<file path="src/rtl/mac_window_accum_pkg.sv">
// Shared types and constants for the windowed multiply-accumulate stage.
package mac_pkg;

    // Operand and product widths of the 12x12 unsigned multiplier core
    localparam int OPND_W   = 12;
    localparam int MULT_W   = 24;

    // Multiplier latency from accepted operands to valid product
    localparam int MULT_LAT = 2;

    // Window sequencing states
    typedef enum logic [1:0] {
        IDLE  = 2'd0,
        ACCUM = 2'd1,
        DRAIN = 2'd2
    } state_t;

endpackage

</file>
<file path="src/rtl/mac_window_accum_mult.sv">
// Behavioural model of the Gowin_MULT_12b 12x12 unsigned multiplier core.
// Operands and product are both registered, giving a two-cycle latency.
module Gowin_MULT_12b
    import mac_pkg::*;
(
    output logic [MULT_W-1:0] dout,
    input  logic [OPND_W-1:0] a,
    input  logic [OPND_W-1:0] b,
    input  logic              ce,
    input  logic              clk,
    input  logic              reset
);

    logic [OPND_W-1:0] r_a;
    logic [OPND_W-1:0] r_b;
    logic [MULT_W-1:0] r_dout;

    // Input register stage followed by the product register stage
    always_ff @(posedge clk) begin
        if (reset) begin
            r_a    <= '0;
            r_b    <= '0;
            r_dout <= '0;
        end else if (ce) begin
            r_a    <= a;
            r_b    <= b;
            r_dout <= MULT_W'(r_a) * MULT_W'(r_b);
        end
    end

    assign dout = r_dout;

endmodule

</file>
<file path="src/rtl/mac_window_accum.sv">
// Windowed multiply-accumulate: sums WIN_LEN products from the multiplier
// core with saturation and emits one result pulse per completed window.
module mac_window_accum
    import mac_pkg::*;
#(
    parameter int WIN_LEN = 256,
    parameter int ACC_W   = 32
) (
    input  logic              clk,
    input  logic              reset,
    input  logic              abort,
    input  logic              in_valid,
    output logic              in_ready,
    input  logic [OPND_W-1:0] in_a,
    input  logic [OPND_W-1:0] in_b,
    output logic              acc_valid,
    output logic [ACC_W-1:0]  acc_data,
    output logic              acc_ovf,
    output logic              busy
);

    localparam int         CNT_W    = 16;
    localparam logic [CNT_W-1:0] LAST_IDX = CNT_W'(WIN_LEN - 1);

    state_t              r_state;
    logic [CNT_W-1:0]    r_count;
    logic [MULT_LAT-1:0] r_vpipe;
    logic [ACC_W-1:0]    r_acc;
    logic                r_winOvf;
    logic [1:0]          r_drainCnt;
    logic                r_accValid;
    logic [ACC_W-1:0]    r_accData;
    logic                r_accOvf;

    logic [MULT_W-1:0]   w_product;
    logic                w_accept;
    logic [ACC_W:0]      w_sum;
    logic                w_sat;

    // The multiplier runs freely; the valid pipe decides which products count
    Gowin_MULT_12b u_mult (
        .dout  (w_product),
        .a     (in_a),
        .b     (in_b),
        .ce    (1'b1),
        .clk   (clk),
        .reset (reset)
    );

    // Ready depends on state alone so upstream never sees a loop through in_valid
    always_comb begin
        in_ready = (r_state != DRAIN);
        busy     = (r_state != IDLE);
        w_accept = in_valid & in_ready & ~abort;
        w_sum    = {1'b0, r_acc} + (ACC_W+1)'(w_product);
        w_sat    = w_sum[ACC_W];
    end

    // Window sequencer, valid pipe, saturating accumulator and result registers
    always_ff @(posedge clk) begin
        if (reset) begin
            r_state    <= IDLE;
            r_count    <= '0;
            r_vpipe    <= '0;
            r_acc      <= '0;
            r_winOvf   <= 1'b0;
            r_drainCnt <= '0;
            r_accValid <= 1'b0;
            r_accData  <= '0;
            r_accOvf   <= 1'b0;
        end else if (abort) begin
            r_state    <= IDLE;
            r_count    <= '0;
            r_vpipe    <= '0;
            r_acc      <= '0;
            r_winOvf   <= 1'b0;
            r_drainCnt <= '0;
            r_accValid <= 1'b0;
        end else begin
            r_accValid <= 1'b0;
            r_vpipe    <= {r_vpipe[MULT_LAT-2:0], w_accept};

            if (r_vpipe[MULT_LAT-1]) begin
                r_acc <= w_sat ? '1 : w_sum[ACC_W-1:0];
                if (w_sat) begin
                    r_winOvf <= 1'b1;
                end
            end

            case (r_state)
                IDLE: begin
                    if (w_accept) begin
                        r_count <= CNT_W'(1);
                        r_state <= ACCUM;
                    end
                end
                ACCUM: begin
                    if (w_accept) begin
                        r_count <= r_count + CNT_W'(1);
                        if (r_count == LAST_IDX) begin
                            r_drainCnt <= '0;
                            r_state    <= DRAIN;
                        end
                    end
                end
                DRAIN: begin
                    // Three cycles let the last product land in the accumulator
                    if (r_drainCnt == 2'd2) begin
                        r_accData  <= r_acc;
                        r_accOvf   <= r_winOvf;
                        r_accValid <= 1'b1;
                        r_acc      <= '0;
                        r_winOvf   <= 1'b0;
                        r_count    <= '0;
                        r_drainCnt <= '0;
                        r_state    <= IDLE;
                    end else begin
                        r_drainCnt <= r_drainCnt + 2'd1;
                    end
                end
                default: begin
                    r_state <= IDLE;
                end
            endcase
        end
    end

    assign acc_valid = r_accValid;
    assign acc_data  = r_accData;
    assign acc_ovf   = r_accOvf;

endmodule

</file>
<file path="config.mk">
export PLATFORM = sky130hd
export DESIGN_NAME = mac_window_accum
export DESIGN_NICKNAME = d
export VERILOG_FILES = /design/src/rtl/mac_window_accum_pkg.sv /design/src/rtl/mac_window_accum_mult.sv /design/src/rtl/mac_window_accum.sv
export SDC_FILE = /design/constraint.sdc
export NUM_CORES = 1
export LEC_CHECK = 0
export CORE_MARGIN = 5
export CORE_UTILIZATION = 55
export DETAILED_ROUTE_END_ITERATION = 7
export GPL_TIMING_DRIVEN = 1
export PLACE_DENSITY = 0.86
export RECOVER_POWER = 100
export SLEW_MARGIN = 20
export SYNTH_ARGS = -nofsm -noshare
export SYNTH_HDL_FRONTEND = slang
export SYNTH_SLANG_ARGS = --single-unit
</file>
<file path="constraint.sdc">
create_clock -name clk -period 6.69 [get_ports clk]
set_clock_uncertainty 0.15 [all_clocks]
set_input_delay 1.338 -clock clk [delete_from_list [all_inputs] [get_ports clk]]
set_output_delay 1.338 -clock clk [all_outputs]
set_load 0.01 [all_outputs]
</file>
After elaboration in Yosys (flattened, before gate mapping):

Index checks and enable logic that the tools add are counted.

* bits in registers: 137
* bits in latches: 0
* RAM bits: 0
* memory bits (read-only): 0
* input bits: 28
* logic and storage cells: 61
* memories kept: 0

* $add $sub $neg: 3
* multiply operators: 1
* div/mod/pow operators: 0
* magnitude comparators: 0
* eq/ne operators: 9
* shift operators: 0
* muxes and demuxes: 22
* bitwise operators: 4
* reductions and logical operators: 10

Operators with widths (count)
* $mux W32: 4
* $mux W16: 3
* $pmux W16 S3: 1
* $add A32 B24 Y33: 1
* $mul A12 B12 Y24: 1
* $add A16 B1 Y16 const B: 1
* $eq A16 B8 Y1 const B: 1
* $mux W2: 7
* $ne A2 B2 Y1 const B: 5
* $reduce_and A4 Y1: 2
* $pmux W2 S3: 1
* $reduce_and A3 Y1: 2
* $mux W1: 5
* $eq A2 B2 Y1 const B: 2
* $pmux W2 S2: 1
* $reduce_bool A2 Y1: 2
* $reduce_bool A3 Y1: 1
* $reduce_or A3 Y1: 1
* $add A2 B1 Y2 const B: 1
* $and A1 B1 Y1: 2
* $eq A2 B1 Y1 const B: 1
* $logic_not A2 Y1: 1
* $not A1 Y1: 2
* $reduce_or A2 Y1: 1

Logic depth before layout (Yosys ltp):

Gate-level depths: netlist of the first run.

* depth after elaboration: 5
* mapped depth: 21
* mapped depth without buffers: 20

Cells and area by module:

Synthesis of the first run repeated with hierarchy kept, for this count alone.

* cells, all modules: 1309
* area total of the unflattened synthesis: 11040.6 µm²

Modules (own cells, without submodules)
* Gowin_MULT_12b: instances 1, cells each 726, area an instance 6358.6 µm²
* mac_window_accum: instances 1, cells each 583, area an instance 4682.0 µm²

Worst setup path before layout of the first run:

OpenSTA, ideal clock, no wires.

* path kind: register to register
* from: register u_mult.r_b[5]
* to: register u_mult.r_dout[19] (netlist: u_mult.dout[19])
* setup time: 0.128 ns
* data arrival time: 4.860 ns
* data required time: 6.412 ns
* setup slack: 1.552 ns
* cell stages (with the launch flop): 20
* cell sequence: dfxtp_1 -> clkbuf_1 -> nand2_1 -> fa_1 -> inv_1 -> fa_1 -> fa_1 -> fa_1 -> inv_1 -> fa_1 -> inv_1 -> ha_1 -> a21o_1 -> a21o_1 -> a21o_1 -> a21o_1 -> a21o_1 -> nor2_1 -> xor2_1 -> nor2_1

* word-level cells in the longest chain between the ends: 1

Ends and longest elaborated chain
* start: declaration: RTL line mac_window_accum_mult.sv:15 `logic [OPND_W-1:0] r_b;`
* start signal: assignment: RTL line mac_window_accum_mult.sv:22 `r_b <= '0;`
* start signal: assignment: RTL line mac_window_accum_mult.sv:26 `r_b <= b;`
* $mul A12 B12 Y24: RTL line mac_window_accum_mult.sv:27 `r_dout <= MULT_W'(r_a) * MULT_W'(r_b);`
* end signal: assignment: RTL line mac_window_accum_mult.sv:27
* end: declaration: RTL line mac_window_accum_mult.sv:16 `logic [MULT_W-1:0] r_dout;`

Every way passes these cells.
A chain may end at the register's enable or synchronous reset.

Final worst setup path of the first run:

* from: register u_mult.r_a[3]
* to: register u_mult.r_dout[21] (netlist: u_mult.dout[21])

* word-level cells in the longest chain between the ends: 1

Ends and longest elaborated chain
* start: declaration: RTL line mac_window_accum_mult.sv:14 `logic [OPND_W-1:0] r_a;`
* start signal: assignment: RTL line mac_window_accum_mult.sv:21 `r_a <= '0;`
* start signal: assignment: RTL line mac_window_accum_mult.sv:25 `r_a <= a;`
* $mul A12 B12 Y24: RTL line mac_window_accum_mult.sv:27

Every way passes these cells.

==> impl_results.md, run 1 <==
* Flop pwr share at 0.384
* Largest net degree at the start of global routing at between 90 and 100
* Post-CTS Setup Inserts at 0
* Detail Placement HPWL at 17,600 um
* Most area-hungry cell type in the Yosys netlist: dfxtp_1
* Post-synth ARST share at 0
* Detailed-route wire length per cell at 15.1 um
* Core footprint at 19,300 sq um
* Worst Path Class, Setup: reg2reg
* Final setup viols at 0
* Yosys reg bits at between 100 and 150
* Diode count at 0
* Footprint of the multi-input gates at between 7000 and 8000 sq um
* Syn_nets at between 1,000 and 1,500
* I/O Buffers at between 60 and 70
* Syn avg cell area at approximately 8.6 sq um
* Vias in the first global route at ~8,300
* Worst path required time at 6680 ps
* Endpoints failing hold at 0
* Switching portion of total power at 0.285
* CTS sink count at around 140
* Post-synth top area share at 0.256
* Final instance area at 12,000 sq um
* DR pass1 iterations at 5
* Gate Count Post-Synth at 1,241
* Worst vdd ir at between 0.15 and 0.2 mV
* Largest fanout on the critical path at 12
* RD Place Congestion at approximately 0.93
* Most frequent cells after synthesis: nand2_1, inv_1, dfxtp_1
* Die Wd at approximately 150 um
* Hold Buf Count CTS at 0
* Post-Route WL at 23,300 um
* Clock Pin Slew Worst Setup and Hold Paths at 60 ps
* Sequential cell area at 2740 sq um
* Rows at 51
* Placed cell area at 11,500 sq um
* Initial antenna violation count at 0
* CTS buffer count at 17
* Setup TNS at 0 ps
* Max_slew headroom at -1.53
* Number of remaining DRC errors at 0
* Failing checks: max-capacitance violations, max-slew violations
* Pleak at 5.59 nW
* Tmin final at 5610 ps
* Cts repair resizes at 0
* Max-cap check violation count at 1
* Share of cells above drive strength 1 at 0.0413
* Syn Std Cell Area at ~11,000 sq um
* Hold depth at 1
* CP endpoint kind: flop
* Total Routing Usage GR at 0.218
* Dpl cells at roughly 1,500
* Tightest Hold Check Type: reg2reg
* Remaining Overflow, GRT at 0
* Highest Clock Rate at 178 MHz
* # H-tree levels at 4
* Final period util at 0.839
* Initial Util at 0.554
* Most used DFF post-synth: dfxtp_1
* Clock power share at 0.420
* Most frequent cell after synthesis: nand2_1
* Clk_lat worst skew at roughly 420 ps
* Area grow syn2layout at 12.0%
* Die H at approximately 150 um
* Nets at ~1,500
* RSZ-0062 raised after global routing: no
* Final Non-Filler Cells at ~1,500
* FILL cells at 1,609
* Internal cell power at approximately 1.7 mW
* Register area share after synthesis at 0.256
* Final slew viol count at a little over 90
* TritonCTS clock tree: built
* Status: finished with violations
* WHS at roughly 280 ps
* Root Buffer: clkbuf_16
* First-pass GRT wire length at about 40,000 um
* Crit path launch type: flop
* EDFF count, synth at 0
* Comb pwr share at 0.196
* Vias/cell at 5.38
* P_sw at about 0.66 mW
* Largest cells by area after synthesis: dfxtp_1, fa_1, ha_1, nand2_1, inv_1
* Netlist cell types at 67
* Clock Tree Buf Depth at 2
* Die footprint at around 22,000 sq um
* I/O pins at 64
* DR iter-0 viols at approximately 470
* Arrival time at the worst endpoint at between 5000 and 6000 ps
* Total number of vias at approximately 8,300
* Yosys warning count at 0
* PD cells at around 190 nW/um^2
* Slew @ Worst Pin at about 3800 ps
* Final ANT Viol Nets at 0
* R2R depth at 16
-- flip-flops by register name (all words and copies together), names as in the netlist --
| register | flops |
|---|---|
| r_vpipe | 2 |
| u_mult.dout | 24 |
| acc_valid | 1 |
| u_mult.r_b | 12 |
| acc_data | 32 |
| r_acc | 32 |
| r_drainCnt | 2 |
| r_winOvf | 1 |
| acc_ovf | 1 |
| u_mult.r_a | 12 |
| r_count | 16 |
| r_state | 2 |
-- routing by layer --
metal / share of wire / global-route usage / vias to the layer above
met5: 0 / 0 / -
met4: 0.022 / 0.0664 / 0
met3: 0.066 / 0.0460 / 39
met2: 0.48 / 0.372 / 281
met1: 0.43 / 0.280 / 3908
li1: - / - / 4099
-- cells by family (layout without fill, tap and decap cells) --
kind of cell / count (synthesis) / count (layout) / synth area share
muxes: 1 / 1 / 0.000935
AOI/OAI and AO/OA: 228 / 228 / 0.138
xor gates and xnor gates: 48 / 48 / 0.0393
and+or+nand+nor: 433 / 433 / 0.199
adders and majority gates: 192 / 192 / 0.295
DFF: 137 / 137 / 0.256
buffers and inverters: 202 / 244 / 0.0723
-- per-stage QoR --
stage / power (mW) / worst slack, ps / util
after CTS: 2.34 / 1200 / 0.625
final: 2.32 / 1080 / 0.620
after global placement: 1.35 / 1350 / 0.593
after floorplan: 1.24 / 1550 / -
after global routing: 2.45 / 791 / 0.620
after detailed placement: 1.36 / 1240 / 0.593
-- area by class of cell --
cell class / instances / area share
Clock buffer: 22 / 0.0395
Clock inverter: 10 / 0.0118
Inverter: 146 / 0.0457
Multi-Input combinational cell: 902 / 0.593
Sequential cell: 137 / 0.229
Tap cell: 265 / 0.0276
Timing Repair Buffer: 66 / 0.0537
-- final timing paths --
check	startpoint	end	slack, ps
hold / removal	r_vpipe[0]$_SDFF_PP0_	r_vpipe[1]$_SDFF_PP0_	280
setup reg to reg	u_mult.r_a[3]$_SDFF_PP0_	u_mult.dout[21]$_SDFF_PP0_	1080
hold reg to reg	r_vpipe[0]$_SDFF_PP0_	r_vpipe[1]$_SDFF_PP0_	280
setup / recovery	u_mult.r_a[3]$_SDFF_PP0_	u_mult.dout[21]$_SDFF_PP0_	1080
-- worst max-delay path, stage by stage, from the launching register on --
cell      delay (ps)
dfxtp_1          620
and2_1           240
fa_1             420
fa_1             520
fa_1             540
fa_1             560
inv_1             60
fa_1             540
inv_1             40
ha_1             340
a21o_1           210
a21o_1           170
a21o_1           190
a21o_1           170
a21o_1           180
o21ai_0          230
o311ai_0         150
-- layout by cell type (no fill, tap or decap), types with 4 or more instances in the layout --
cell type / count
a211oi_1: 10
and2_1: 66
nand4_1: 8
xnor2_1: 18
inv_1: 146
a31oi_1: 13
fa_1: 101
nor4_1: 4
nand2_1: 188
a21o_1: 23
a21oi_1: 92
dfxtp_1: 137
nor2b_1: 36
nand2b_1: 9
nor3_1: 13
and3_1: 12
clkdlybuf4s50_1: 25
o21a_1: 5
ha_1: 91
dlygate4sd3_1: 37
and4_1: 5
xor2_1: 30
nor2_1: 56
or3_1: 6
nand3_1: 8
a21oi_2: 10
clkbuf_16: 17
o21ai_0: 46
-- power groups by stage --
stage,sequential (mW),clock (mW),combinational [mW]
6_report,0.891,0.976,0.454
5_1_grt,0.894,1.03,0.523
4_1_cts,0.889,0.991,0.460
3_5_place_dp,0.906,0,0.452
3_3_place_gp,0.905,0,0.443
2_1_floorplan,0.877,0,0.365
(Power assumes the default switching activity.)
==> run 2, diff against run 1 <==
clock period = 5.6 ns   (was 6.69 ns; I/O delays follow)
==> impl_results.md, run 2 (synthesis gave the netlist of run 1 again) <==
* I/O pins at 64
* Worst path required time at 5720 ps
* Die Wd at between 100 and 150 um
* P_sw at just over 0.8 mW
* Largest fanout on the critical path at 12
* PD cells at 232 nW/um^2
* Comb pwr share at 0.197
* Tmin final at 5400 ps
* Detail Placement HPWL at around 18,000 um
* GRT busiest layer: met2
* Root Buffer: clkbuf_16
* Post-Route WL at ~23,000 um
* Rows at 51
* Switching portion of total power at 0.298
* RSZ-0062 raised after global routing: no
* I/O Buffers at 63
* R2R setup slack at ~200 ps
* DR pass1 iterations at 6
* DR iter-0 viols at slightly above 500
* Post-CTS Setup Inserts at 0
* Vias in the first global route at just over 8,000
* Clock Tree Buf Depth at 2
* Grt met2 use at 0.376
* Max_slew headroom at -0.437
* Status: finished with violations
* Setup TNS at 0 ps
* Number of remaining DRC errors at 0
* Post-place setup slack at between 200 and 250 ps
* Final period util at 0.964
* Area grow syn2layout at 12.4%
* Worst Path Class, Setup: reg2reg
* # H-tree levels at 4
* CP endpoint kind: flop
* Tightest Hold Check Type: reg2reg
* TritonCTS clock tree: built
* Max-cap check violation count at 2
* Clock power share at 0.422
* CTS buffer count at 17
* Most frequent cells in the layout: nand2_1, inv_1, dfxtp_1
* Crit path launch type: flop
* Total Routing Usage GR at 0.219
* Initial antenna violation count at 0
* FILL cells at between 1,500 and 2,000
* RD Place Congestion at between 0.9 and 1
* Nets at ~1,500
* Final ANT Viol Nets at 0
* Diode count at 0
* Core footprint at just under 20,000 sq um
* Endpoints failing hold at 0
* Worst vdd ir at ~0.23 mV
* Clock Pin Slew Worst Setup and Hold Paths at about 60 ps
* First-pass GRT wire length at 39,500 um
* Clk_lat worst skew at roughly 430 ps
* Vias/cell at about 5.4
* Total number of vias at 8,350
* Flop pwr share at 0.381
* Internal cell power at approximately 2.0 mW
* CTS sink count at roughly 140
* Detailed-route wire length per cell at 15.1 um
* Dpl cells at around 1,500
* Final setup viols at 0
* Remaining Overflow, GRT at 0
* Met1 Use GR at 0.273
* Most common cell after layout, fill and taps aside: nand2_1
* Largest net degree at the start of global routing at 52
* Share of cells above drive strength 1 at 0.0528
* Final slew viol count at 87
* Pleak at 5.60 nW
* Setup WS post-layout at between 200 and 250 ps
* Total power at about 2.8 mW
* Failing checks: max-capacitance violations, max-slew violations
* Highest Clock Rate at between 150 and 200 MHz
* Slew @ Worst Pin at 2160 ps
* Die footprint at roughly 22,000 sq um
* Met3 Use GR at 0.0542
* Final Non-Filler Cells at 1,553
* Initial Util at 0.554
* Die H at between 100 and 150 um
* Arrival time at the worst endpoint at approximately 5500 ps
-- run 2: cell types whose count changed in the layout (fill, tap and decap cells not counted), moves of 2 or more --
cell,before,now
clkbuf_8,3,0
clkinv_2,2,0
inv_6,1,7
dfxtp_2,0,13
buf_4,2,6
dfxtp_1,137,124
-- run 2: power groups by stage --
stage / logic [mW] / clock network [mW] / registers, mW
after floorplan: 0.436 / 0 / 1.05
after global placement: 0.534 / 0 / 1.08
after detailed placement: 0.552 / 0 / 1.08
after CTS: 0.558 / 1.19 / 1.06
after global routing: 0.626 / 1.23 / 1.07
final: 0.551 / 1.18 / 1.06
-- run 2: path summary, 6_finish.rpt --
kind,from,endpoint,depth (start not counted)
worst max register to register,u_mult.r_b[10]$_SDFF_PP0_,u_mult.dout[21]$_SDFF_PP0_,16
worst max-delay path,u_mult.r_b[10]$_SDFF_PP0_,u_mult.dout[21]$_SDFF_PP0_,16
worst min register to register,r_vpipe[0]$_SDFF_PP0_,r_vpipe[1]$_SDFF_PP0_,1
worst min-delay path,r_vpipe[0]$_SDFF_PP0_,r_vpipe[1]$_SDFF_PP0_,1
-- run 2: per-stage QoR --
stage / utilization / instance area, sq um / hold WS [ps]
after floorplan: - / 10700 / 256
after global routing: 0.622 / 12000 / 317
after detailed placement: 0.595 / 11500 / 284
final: 0.622 / 12000 / 298
after CTS: 0.626 / 12100 / 298
after global placement: 0.595 / 11500 / 259
-- run 2: repair_timing --
action	in CTS	in global routing
resized for setup	0	13
endpoints found under the setup margin	0	4
hold buffers	0	0
endpoints found under the hold margin	0	0
-- run 2: critical path: stages (launching register included) --
cell and delay [ps]:
dfxtp_1 560, and2_1 220, fa_1 460, fa_1 520, fa_1 520, fa_1 560, inv_1 60, fa_1 530
inv_1 40, ha_1 350, a21o_1 220, a21o_1 180, a21o_1 190, a21o_1 170, a21o_1 180, o21ai_1 170
o311ai_0 150
-- run 2: area by class of cell --
| cell class | instances | area [sq um] | share of cell area |
|---|---|---|---|
| Multi-Input combinational cell | 902 | 7100 | 0.590 |
| Sequential cell | 137 | 2760 | 0.229 |
| Timing Repair Buffer | 71 | 678 | 0.0564 |
| Inverter | 146 | 548 | 0.0455 |
| Clock buffer | 18 | 429 | 0.0357 |
| Tap cell | 265 | 332 | 0.0276 |
| Clock inverter | 14 | 183 | 0.0152 |
-- run 2: layer usage --
metal | share of wire | vias to the layer above | wire length [um]
li1 | - | 4111 | -
met1 | 0.43 | 3956 | 10100
met2 | 0.49 | 254 | 11500
met3 | 0.063 | 29 | 1490
met4 | 0.019 | 0 | 438
met5 | 0 | - | 0
